[src/rtl/instr_fetch_queue.sv]
// -----------------------------------------------------------------------------
// instr_fetch_queue
//
// Assembles a byte stream into 16-bit instructions (high byte first) and
// queues the legal ones in a small FIFO for the downstream compute unit.
// Words whose opcode nibble is 4'b1000..4'b1111 are dropped and counted.
//
// Handshakes: a transfer happens on a cycle where valid && ready are both
// high at posedge clk. valid is never allowed to depend on ready, and once
// instr_valid is high, instr_out holds until the word is consumed.
//
// Ports
//   clk, rst     : single clock, synchronous active-high reset
//   byte_in      : incoming instruction byte (high byte, then low byte)
//   byte_valid   : byte_in is valid this cycle
//   byte_ready   : block accepts byte_in this cycle
//   instr_out    : FIFO head, {high byte, low byte}
//   instr_valid  : instr_out is valid (FIFO not empty)
//   instr_ready  : downstream consumes instr_out this cycle
//   level        : FIFO occupancy, 0..DEPTH
//   illegal_cnt  : saturating count of dropped illegal-opcode words
// -----------------------------------------------------------------------------
module instr_fetch_queue #(
   parameter int DEPTH = 4
) (
   input  logic                       clk,
   input  logic                       rst,
   input  logic [7:0]                 byte_in,
   input  logic                       byte_valid,
   output logic                       byte_ready,
   output logic [15:0]                instr_out,
   output logic                       instr_valid,
   input  logic                       instr_ready,
   output logic [$clog2(DEPTH):0]     level,
   output logic [7:0]                 illegal_cnt
);

   localparam int AW = $clog2(DEPTH);
   localparam int LW = AW + 1;

   typedef enum logic {
      WAIT_HI = 1'b0,
      WAIT_LO = 1'b1
   } asm_state_e;

   asm_state_e    state_q, state_d;
   logic [7:0]    hi_q, hi_d;
   logic [AW-1:0] wr_ptr_q, wr_ptr_d;
   logic [AW-1:0] rd_ptr_q, rd_ptr_d;
   logic [LW-1:0] level_q, level_d;
   logic [7:0]    illegal_cnt_q, illegal_cnt_d;
   logic [15:0]   mem_q [DEPTH];

   logic          full;
   logic          byte_xfer;
   logic [15:0]   word;
   logic          push;
   logic          drop;
   logic          pop;

   always_comb begin
      full        = (level_q == LW'(DEPTH));
      // Full gates only the low byte: the high byte is always latched, and
      // no credit is taken for a pop happening in the same cycle.
      byte_ready  = (state_q == WAIT_HI) ? 1'b1 : !full;
      byte_xfer   = byte_valid && byte_ready;
      word        = {hi_q, byte_in};
      push        = byte_xfer && (state_q == WAIT_LO) && !word[15];
      drop        = byte_xfer && (state_q == WAIT_LO) &&  word[15];
      instr_valid = (level_q != '0);
      pop         = instr_valid && instr_ready;
      instr_out   = mem_q[rd_ptr_q];
      level       = level_q;
      illegal_cnt = illegal_cnt_q;
   end

   // Assembler next state
   always_comb begin
      state_d = state_q;
      hi_d    = hi_q;
      if (byte_xfer) begin
         if (state_q == WAIT_HI) begin
            hi_d    = byte_in;
            state_d = WAIT_LO;
         end else begin
            state_d = WAIT_HI;
         end
      end
   end

   // FIFO pointers, occupancy and illegal counter
   always_comb begin
      wr_ptr_d      = wr_ptr_q;
      rd_ptr_d      = rd_ptr_q;
      level_d       = level_q;
      illegal_cnt_d = illegal_cnt_q;
      if (push) wr_ptr_d = wr_ptr_q + AW'(1);
      if (pop)  rd_ptr_d = rd_ptr_q + AW'(1);
      case ({push, pop})
         2'b10:   level_d = level_q + LW'(1);
         2'b01:   level_d = level_q - LW'(1);
         default: level_d = level_q;
      endcase
      if (drop && (illegal_cnt_q != 8'hFF)) illegal_cnt_d = illegal_cnt_q + 8'd1;
   end

   always_ff @(posedge clk) begin
      if (rst) begin
         state_q       <= WAIT_HI;
         hi_q          <= 8'h00;
         wr_ptr_q      <= '0;
         rd_ptr_q      <= '0;
         level_q       <= '0;
         illegal_cnt_q <= 8'h00;
      end else begin
         state_q       <= state_d;
         hi_q          <= hi_d;
         wr_ptr_q      <= wr_ptr_d;
         rd_ptr_q      <= rd_ptr_d;
         level_q       <= level_d;
         illegal_cnt_q <= illegal_cnt_d;
      end
   end

   // Storage is not reset; instr_out is only meaningful while instr_valid.
   always_ff @(posedge clk) begin
      if (!rst && push) mem_q[wr_ptr_q] <= word;
   end

endmodule

[config.mk]
export PLATFORM = sky130hd
export DESIGN_NAME = instr_fetch_queue
export DESIGN_NICKNAME = d
export VERILOG_FILES = /design/src/rtl/instr_fetch_queue.sv
export SDC_FILE = /design/constraint.sdc
export NUM_CORES = 1
export LEC_CHECK = 0
export BUFFER_PORTS_ARGS = -buffer_cell sky130_fd_sc_hd__buf_2
export CORE_ASPECT_RATIO = 0.5
export CORE_MARGIN = 1.5
export CORE_UTILIZATION = 54
export DETAILED_ROUTE_END_ITERATION = 10
export GPL_TIMING_DRIVEN = 0
export PLACE_DENSITY = 0.75
export SYNTH_ARGS = -nofsm -noshare
export SYNTH_HDL_FRONTEND = slang
export SYNTH_SLANG_ARGS = --single-unit
export TNS_END_PERCENT = 30
[constraint.sdc]
create_clock -name clk -period 5.35 [get_ports clk]
set_input_delay 1.605 -clock clk [delete_from_list [all_inputs] [get_ports clk]]
set_output_delay 1.605 -clock clk [all_outputs]
set_load 0.02 [all_outputs]
==> metrics.txt, run 1 <==
detailed placement HPWL around 3.8 mm; Placer Congestion ~0.85; Clock Skew 0.00669 ns; Setup Fix Bufs, Post-CTS 0; ANT nets after route 0; first-pass GRT wire length 8.97 mm; post-synth cell types 38; initial antenna violation count 0; Buf+Inv Stages, Crit Path 3; FF/Latch Area 0.00244 sq mm; Synth top cells by count edfxtp_1 (64), dfxtp_1 (26), nor2_1 (20); Syn. warnings 0; clock buffers created by TritonCTS 9; Top Ports between 40 and 50; peak supply drop 0.321 mV; Slew HR between 40% and 50%; layout cells sized above 1 30.2%; slowest cell delay on critical path around 0.52 ns; worst slew pin tran roughly 0.85 ns; Mapped Avg Cell Area around 16 sq um; Seq/Total Area, Yosys a little over two thirds; Initial Util 56.9%; Logic pwr share 17.6%; Sw Ratio between 20% and 30%; Post-CTS Hold Buffers 0; class of the worst hold path reg -> reg; Die W 117 um; Core Region 0.00618 sq mm; synthesized cell area roughly 0.0035 sq mm; Hold Fails Final Rpt 0; RR Startpoint level[2]; setup TNS 0 ns; Cell Rows 20; Worst-path clk slew approximately 0.060 ns; # fillers 450; PostCTS Resize Cnt 0; design area 0.00413 sq mm; drt pass-1 iters 4; crit path capture type output pin; Final period util between 60% and 70%; startpoint types flip-flop; Clk network pwr share 36.4%; clock latency at the later pin of the worst-skew pair approximately 0.33 ns; GRT Util Overall 18.2%; Avg Vias per Cell around 5.4; htree depth 3; CTS tree built; Core Util, Final 66.8%; Pwr per Cell Area roughly 420 mW/mm^2; Die Ht ~60 um; CP max-delay cell buf_1; CTS Sinks 90; fin crit period approximately 3.6 ns; setup repair after global routing missed its margin no; flop and latch count out of synthesis 90; dpl cell area 0.00382 sq mm; outcome finished clean; hold slack about 0.5 ns; Setup CP Type reg -> out; Main synth FF type edfxtp_1; ys async rst share 0%; cell type with the largest total area after synthesis edfxtp_1; synth-to-layout area growth 17.3%; largest cells by area after synthesis edfxtp_1 (55%), dfxtp_1 (15%), mux4_2 (10%); post-synth top area share a little over half; largest net degree at the start of global routing 17; Fmax roughly 0.28 GHz; Arrival @ worst endpoint around 2 ns; cell with the most instances after synthesis edfxtp_1; Leakage 0.00144 uW; switching pwr between 400 and 500 uW; max-cap viol count 0; initial DRC count approximately 110; Bufs on Longest Clock Path 2; WL per Instance ~16 um; PortBufs 39; EDFF count, synth 64; hold wc startpoint wr_ptr_q[1]; Nets about 290; Total Wirelength 5.85 mm; Crit path max-delay family buffers and inverters; CTS root buf clkbuf_16; crit path max fanout 10; Net Count, Synth between 200 and 250; reg2reg setup slack approximately 3.0 ns; area occupied by multi-input gates 0.00100 sq mm; vias in the first global route 1787; Overflow after GRT 0; CP Data Required Time ~3.7 ns; sequential power share between 40% and 50%; Synth Instances between 200 and 250; DR vias roughly 2000; setup violators final 0; P_int roughly 1300 uW; Residual DRC 0; antenna cells 0; CP cell instances clkbuf_2 -> buf_1 -> mux4_2 -> buf_2; Slew Viols, Final 0; Die Area 0.00704 sq mm
placed cells by master, fill, tap and decap left out, types with 2 or more instances in the layout:
cell type and n:
clkbuf_1 4, dfxtp_1 26, or3_1 5, a21oi_1 10, clkinvlp_4 2, nand2_1 8, xor2_1 3, xnor2_1 2
nand4_1 2, edfxtp_1 64, inv_6 2, ha_1 6, mux4_2 16, inv_1 7, o21ai_0 3, buf_2 42
nor3_1 3, or4_1 2, o31ai_1 4, and2_1 5, buf_4 2, clkbuf_16 9, mux2i_1 8, nor2_1 20
nor4_1 2
per-stage QoR:
stage | setup WS, ns | cells | total power [uW]
global route | 1.67 | 363 | 1800
CTS | 1.72 | 363 | 1740
floorplan | 2.29 | 220 | 1030
global placement | 1.81 | 347 | 1110
detailed placement | 1.77 | 347 | 1120
finish | 1.76 | 363 | 1720
final cells by class:
type | count | area share [%]
Sequential cell | 90 | 59.1
Multi-Input combinational cell | 113 | 24.2
Clock buffer | 11 | 5.88
Timing Repair Buffer | 39 | 4.73
Tap cell | 88 | 2.67
Clock inverter | 5 | 1.51
Buffer | 10 | 1.21
Inverter | 7 | 0.636
flip-flops by register name (all words and copies together) (netlist names), named ones only:
signal,flops
rd_ptr_q,2
wr_ptr_q,2
state_q,1
illegal_cnt,8
mem_q,64
hi_q,8
level,3
logic make-up after synthesis:
logic type      count (synthesis)  synth area share [%]
compound gates                 19                  3.20
xor+xnor                        5                  1.24
fa+ha+maj                       7                  2.70
buf+inv                        17                  2.17
flops                          90                  69.4
mux                            25                  12.8
simple gates                   57                  8.46
power groups by stage:
| stage | registers (uW) | clock network (uW) | logic [uW] |
|---|---|---|---|
| 4_1_cts | 793 | 642 | 309 |
| 6_report | 793 | 626 | 302 |
| 3_5_place_dp | 808 | 0 | 308 |
| 5_1_grt | 797 | 669 | 329 |
| 2_1_floorplan | 811 | 0 | 222 |
| 3_3_place_gp | 806 | 0 | 303 |
worst paths after layout:
path,endpoint,cells past startpoint
worst min register to register,wr_ptr_q[1],2
worst max register to register,level[2],9
worst min-delay path,wr_ptr_q[1],2
worst max-delay path,instr_out[8],4
tightest hold or removal path: cells and delay by family (launching register included):
kind               cells  cell delay, ns
AOI/OAI and AO/OA      1            0.06
DFF                    1            0.34
and+or+nand+nor        1            0.06
metal layers:
metal | track usage, % | vias up | routed length (um) | share of wire, %
met2 | 29.0 | 54 | 2790 | 48
met1 | 23.7 | 972 | 2700 | 46
met4 | 5.68 | 0 | 13 | 0.22
met3 | 6.80 | 2 | 350 | 6.0
met5 | 0 | - | 0 | 0
li1 | - | 941 | - | -
Note: power is estimated with default switching activity, not from simulation.
==> run 2, diff against run 1 <==
--- a/config.mk
+++ b/config.mk
@@ -8,7 +8,7 @@
 export BUFFER_PORTS_ARGS = -buffer_cell sky130_fd_sc_hd__buf_2
 export CORE_ASPECT_RATIO = 0.5
 export CORE_MARGIN = 1.5
-export CORE_UTILIZATION = 54
+export CORE_UTILIZATION = 52
 export DETAILED_ROUTE_END_ITERATION = 10
 export GPL_TIMING_DRIVEN = 0
 export PLACE_DENSITY = 0.75
==> constraint.sdc (replaced) <==
create_clock -name clk -period 3.18 [get_ports clk]
set_input_delay 0.954 -clock clk [delete_from_list [all_inputs] [get_ports clk]]
set_output_delay 0.954 -clock clk [all_outputs]
set_load 0.02 [all_outputs]
==> metrics.txt, run 2 (synthesis gave the netlist of run 1 again) <==
WL per Instance 16.9 um (+4.9%); antenna cells 0 (unchanged); Logic pwr share 17.7% (about the same); drt pass-1 iters 4 (unchanged); Overflow after GRT 0 (unchanged); RR Startpoint level[0]; Bufs on Longest Clock Path 2 (unchanged); DR vias 1971 (+0.10%); slowest cell delay on critical path 0.55 ns (+0.03 ns); CTS Sinks 90 (unchanged); Nets 289 (unchanged); Fmax 0.336 GHz; Die W 119 um (+1.9%); setup TNS 0 ns (unchanged); Clk network pwr share 36.4% (about the same); Cell Rows 20 (unchanged); first-pass GRT wire length 9.46 mm (+5.5%); Core Region 0.00631 sq mm (+2.0%); CTS tree built; final cell count without fillers 363 (unchanged); Slew Viols, Final 0 (unchanged); htree depth 3 (unchanged); hold wc startpoint wr_ptr_q[1]; Slew HR 43.2% (+0.13 points); Pwr per Cell Area 705 mW/mm^2 (+69%); outcome finished clean; commonest non-fill, non-tap cells in the layout edfxtp_1 (64), buf_2 (42), dfxtp_1 (26); Post-CTS Hold Buffers 0 (unchanged); synth-to-layout area growth 17.3% (about the same); initial DRC count 144 (+36%); setup violators final 0 (unchanged); ANT nets after route 0 (unchanged); Core Util, Final 65.5% (-1.4 points); max-cap viol count 0 (unchanged); number of flip-flops under the largest register name 64 (unchanged); largest reg by FF count mem_q; PortBufs 39 (unchanged); # fillers 454 (+0.89%); Residual DRC 0 (unchanged); Placer Congestion 0.842 (-0.75%); clock buffers created by TritonCTS 9 (unchanged); fin crit period roughly 3 ns; initial antenna violation count 0 (unchanged); Avg Vias per Cell 5.43 (+0.10%); class of the worst hold path reg -> reg; Worst-path clk slew 0.06 ns (about the same); Arrival @ worst endpoint 2.02 ns (+0.04 ns); CP Data Required Time 2.23 ns (-1.51 ns); Final period util 93.7%; Setup CP Type reg -> out; DP Cell Count 347 (unchanged); vias in the first global route 1850 (+3.5%); CTS root buf clkbuf_16; clock latency at the later pin of the worst-skew pair 0.34 ns (about the same); Clock Skew 0.00737 ns (+0.000685 ns); Die Ht 61.2 um (+1.8%); sequential power share 45.9% (-0.2 points); switching pwr 769 uW (+75%); crit path max fanout 10 (unchanged); largest net degree at the start of global routing 17 (unchanged); startpoint types flip-flop; Hold Fails Final Rpt 0 (unchanged); Sw Ratio 26.4% (+0.97 points); Die Area 0.00730 sq mm (+3.7%); CP cell instances clkbuf_2 -> buf_1 -> mux4_2 -> buf_2; Top Ports 41 (unchanged); Setup Fix Bufs, Post-CTS 0 (unchanged); GRT Util Overall 18.2% (-0.040 points); Leakage 0.00144 uW (-0.11%); Initial Util 55.8% (-1.1 points); CP max-delay cell buf_1; commonest non-fill, non-tap cell in the layout edfxtp_1; PostCTS Resize Cnt 0 (unchanged); peak supply drop 0.373 mV (+17%); layout cells sized above 1 30.2% (unchanged); setup repair after global routing missed its margin no; P_int 2140 uW (+67%); crit path capture type output pin; worst slew pin tran 0.852 ns (-0.00189 ns); detailed placement HPWL 3.85 mm (+0.37%); Total Wirelength 6.14 mm (+4.9%)
run 2: cell count changes in the layout (fill, tap and decap cells not counted):
| cell | before | now |
|---|---|---|
| inv_8 | 0 | 1 |
| clkbuf_8 | 1 | 0 |
| inv_6 | 2 | 1 |
| clkinv_4 | 0 | 1 |
run 2: layout make-up:
type                            instances  area [sq um]  area share (%)
Buffer                                 10          50.0            1.21
Clock buffer                           10           229            5.55
Clock inverter                          6          73.8            1.79
Inverter                                7          26.3           0.637
Multi-Input combinational cell        113          1000            24.2
Sequential cell                        90          2440            59.2
Tap cell                               88           110            2.67
Timing Repair Buffer                   39           195            4.73
run 2: metrics by stage:
| stage | setup slack (ns) | power, uW | hold WS (ns) | area (sq um) |
|---|---|---|---|---|
| 2_1_floorplan | 0.772 | 1740 | 0.459 | 3520 |
| 3_3_place_gp | 0.278 | 1870 | 0.473 | 3820 |
| 3_5_place_dp | 0.234 | 1880 | 0.493 | 3820 |
| 4_1_cts | 0.162 | 2930 | 0.502 | 4130 |
| 5_1_grt | 0.0738 | 3010 | 0.526 | 4130 |
| 6_report | 0.202 | 2910 | 0.499 | 4130 |
run 2: layer usage:
layer,track usage (%),vias to the layer above,part of all wire (%)
li1,-,930,-
met1,23.3,963,46
met2,29.9,63,48
met3,4.91,15,4.6
met4,9.18,0,2.2
met5,0,-,0
run 2: final timing paths:
check                           slack (ns)            to  cells after the start
worst max register to register        0.80  mem_q[2][13]                      5
worst min-delay path                  0.50   wr_ptr_q[1]                      2
worst min register to register        0.50   wr_ptr_q[1]                      2
worst max-delay path                  0.20  instr_out[4]                      4
run 2: power groups by stage:
stage	sequential (uW)	combinational, uW	clock (uW)
CTS	1330	524	1070
floorplan	1360	373	0
global placement	1350	512	0
global route	1340	556	1110
detailed placement	1360	519	0
finish	1340	515	1060
run 2: worst max-delay path: cells and delay by family, from the launching register on:
family / cells / cell delay (ns)
buffers and inverters: 3 / 0.96
DFF: 1 / 0.30
muxes: 1 / 0.42
==> run 3, diff against run 2 <==
--- a/config.mk
+++ b/config.mk
@@ -9,9 +9,11 @@
 export CORE_ASPECT_RATIO = 0.5
 export CORE_MARGIN = 1.5
 export CORE_UTILIZATION = 52
+export CTS_CLUSTER_SIZE = 8
 export DETAILED_ROUTE_END_ITERATION = 10
 export GPL_TIMING_DRIVEN = 0
 export PLACE_DENSITY = 0.75
+export REMOVE_ABC_BUFFERS = 1
 export SYNTH_ARGS = -nofsm -noshare
 export SYNTH_HDL_FRONTEND = slang
 export SYNTH_SLANG_ARGS = --single-unit
==> metrics.txt, run 3 (synthesis gave the netlist of run 1 again) <==
outcome finished clean; CTS Sinks 90 (unchanged); peak supply drop 0.374 mV (+0.12%); number of flip-flops under the largest register name 64 (unchanged); detailed placement HPWL 3.53 mm (-8.3%); Avg Vias per Cell 5.45 (+0.41%); Global Route met2 Usage 30.5% (+0.58 points); setup TNS 0 ns (unchanged); CTS tree built; setup repair after global routing missed its margin no; antenna cells 0 (unchanged); met3 Use GR 7.50% (+2.6 points); clock latency at the later pin of the worst-skew pair 0.33 ns (about the same); Setup CP Type reg -> out; Total Wirelength 5.94 mm (-3.3%); Slew Viols, Final 0 (unchanged); clock buffers created by TritonCTS 9 (unchanged); setup violators final 0 (unchanged); initial DRC count 118 (-18%); commonest non-fill, non-tap cells in the layout edfxtp_1 (64), buf_2 (40), dfxtp_1 (25); Final period util 87.1% (-6.5 points); Slew HR 31.6% (-12 points); worst slew pin tran 1.02 ns (+0.167 ns); Residual DRC 0 (unchanged); DR vias 1930 (-2.1%); WL per Instance 16.8 um (-0.83%); vias in the first global route 1859 (+0.49%); class of the worst hold path reg -> reg; Clock Skew 0.00861 ns (+0.00124 ns); max-cap viol count 0 (unchanged); layer with the highest usage met2; FF/Latch Area 0.00244 sq mm (about the same); PortBufs 40 (+2.6%); layout cells sized above 1 29.7% (-0.48 points); Pwr per Cell Area 686 mW/mm^2 (-2.6%); DP Cell Count 338 (-2.6%); slowest cell delay on critical path 0.71 ns (+0.16 ns); largest net degree at the start of global routing 28 (+11); largest reg by FF count mem_q; Die Area 0.00730 sq mm (unchanged); Placer Congestion 0.779 (-7.5%); first-pass GRT wire length 9.28 mm (-1.9%); Fmax 0.361 GHz (+7.5%); htree depth 3 (unchanged); Core Region 0.00631 sq mm (unchanged); Bufs on Longest Clock Path 2 (unchanged); final cell count without fillers 354 (-2.5%); commonest non-fill, non-tap cell in the layout edfxtp_1; Worst-path clk slew 0.06 ns (about the same); CP Data Required Time 2.23 ns (about the same); Hold Fails Final Rpt 0 (unchanged); GRT Util Overall 17.9% (-0.29 points); Nets 280 (-3.1%); Die W 119 um (unchanged); area occupied by multi-input gates 0.00100 sq mm (unchanged); crit path max fanout 16 (+6); Arrival @ worst endpoint 1.82 ns (-0.20 ns); initial antenna violation count 0 (unchanged); fin crit period 2.77 ns (-0.208 ns); Setup Fix Bufs, Post-CTS 0 (unchanged); crit path capture type output pin; ANT nets after route 0 (unchanged); Top Ports 41 (unchanged); met1 usage 22.0% (-1.2 points); startpoint types flip-flop; Die Ht 61.2 um (unchanged); Leakage 0.00140 uW (-2.9%); drt pass-1 iters 4 (unchanged); CTS root buf clkbuf_16; Cell Rows 20 (unchanged); Overflow after GRT 0 (unchanged); CP max-delay cell dfxtp_2; # fillers 475 (+4.6%); Initial Util 55.8% (unchanged); CP cell instances mux4_2 -> buf_2; synth-to-layout area growth 15.1%
## run 3: power by group
group	switching [uW]	leakage [uW]	internal (uW)
Sequential	91.1	0.000793	1300
Clock	420	0.000129	530
Combinational	226	0.000477	216
Total	737	0.00140	2040
## run 3: layer usage
layer | part of all wire, % | up-vias
li1 | - | 909
met1 | 46 | 967
met2 | 48 | 48
met3 | 5.3 | 6
met4 | 0.74 | 0
met5 | 0 | -
## run 3: path summary, 6_finish.rpt
check	start	end	slack, ns	cells past startpoint
max	flip-flop	instr_out[4]	0.41	2
min	wr_ptr_q[1]	wr_ptr_q[1]	0.50	2
max reg2reg	level[2]	level[2]	0.82	9
min reg2reg	wr_ptr_q[1]	wr_ptr_q[1]	0.50	2
## run 3: metrics by stage
stage | hold slack, ns | setup slack (ns) | total power, uW | util (%) | cell area, sq um
floorplan | 0.459 | 0.693 | 1720 | - | 3470
global placement | 0.468 | 0.288 | 1850 | 59.9 | 3780
detailed placement | 0.487 | 0.283 | 1860 | 59.9 | 3780
CTS | 0.498 | 0.355 | 2800 | 64.3 | 4050
global route | 0.517 | 0.285 | 2900 | 64.3 | 4050
finish | 0.497 | 0.410 | 2780 | 64.3 | 4050
## run 3: critical path: cells and delay by family, from the launching register on
family / cells / cell delay (ns)
buf+inv: 1 / 0.18
flops: 1 / 0.71
mux: 1 / 0.60
## run 3: area by class of cell
class                           count  area share, %
Clock inverter                      6           1.05
Inverter                            7          0.648
Timing Repair Buffer               40           4.94
Multi-Input combinational cell    113           24.7
Clock buffer                       10           5.65
Sequential cell                    90           60.3
Tap cell                           88           2.72
## run 3: repair_timing
action,in CTS,in global routing
hold buffers,0,0
endpoints found under the setup margin,16,0
resized for setup,1,0
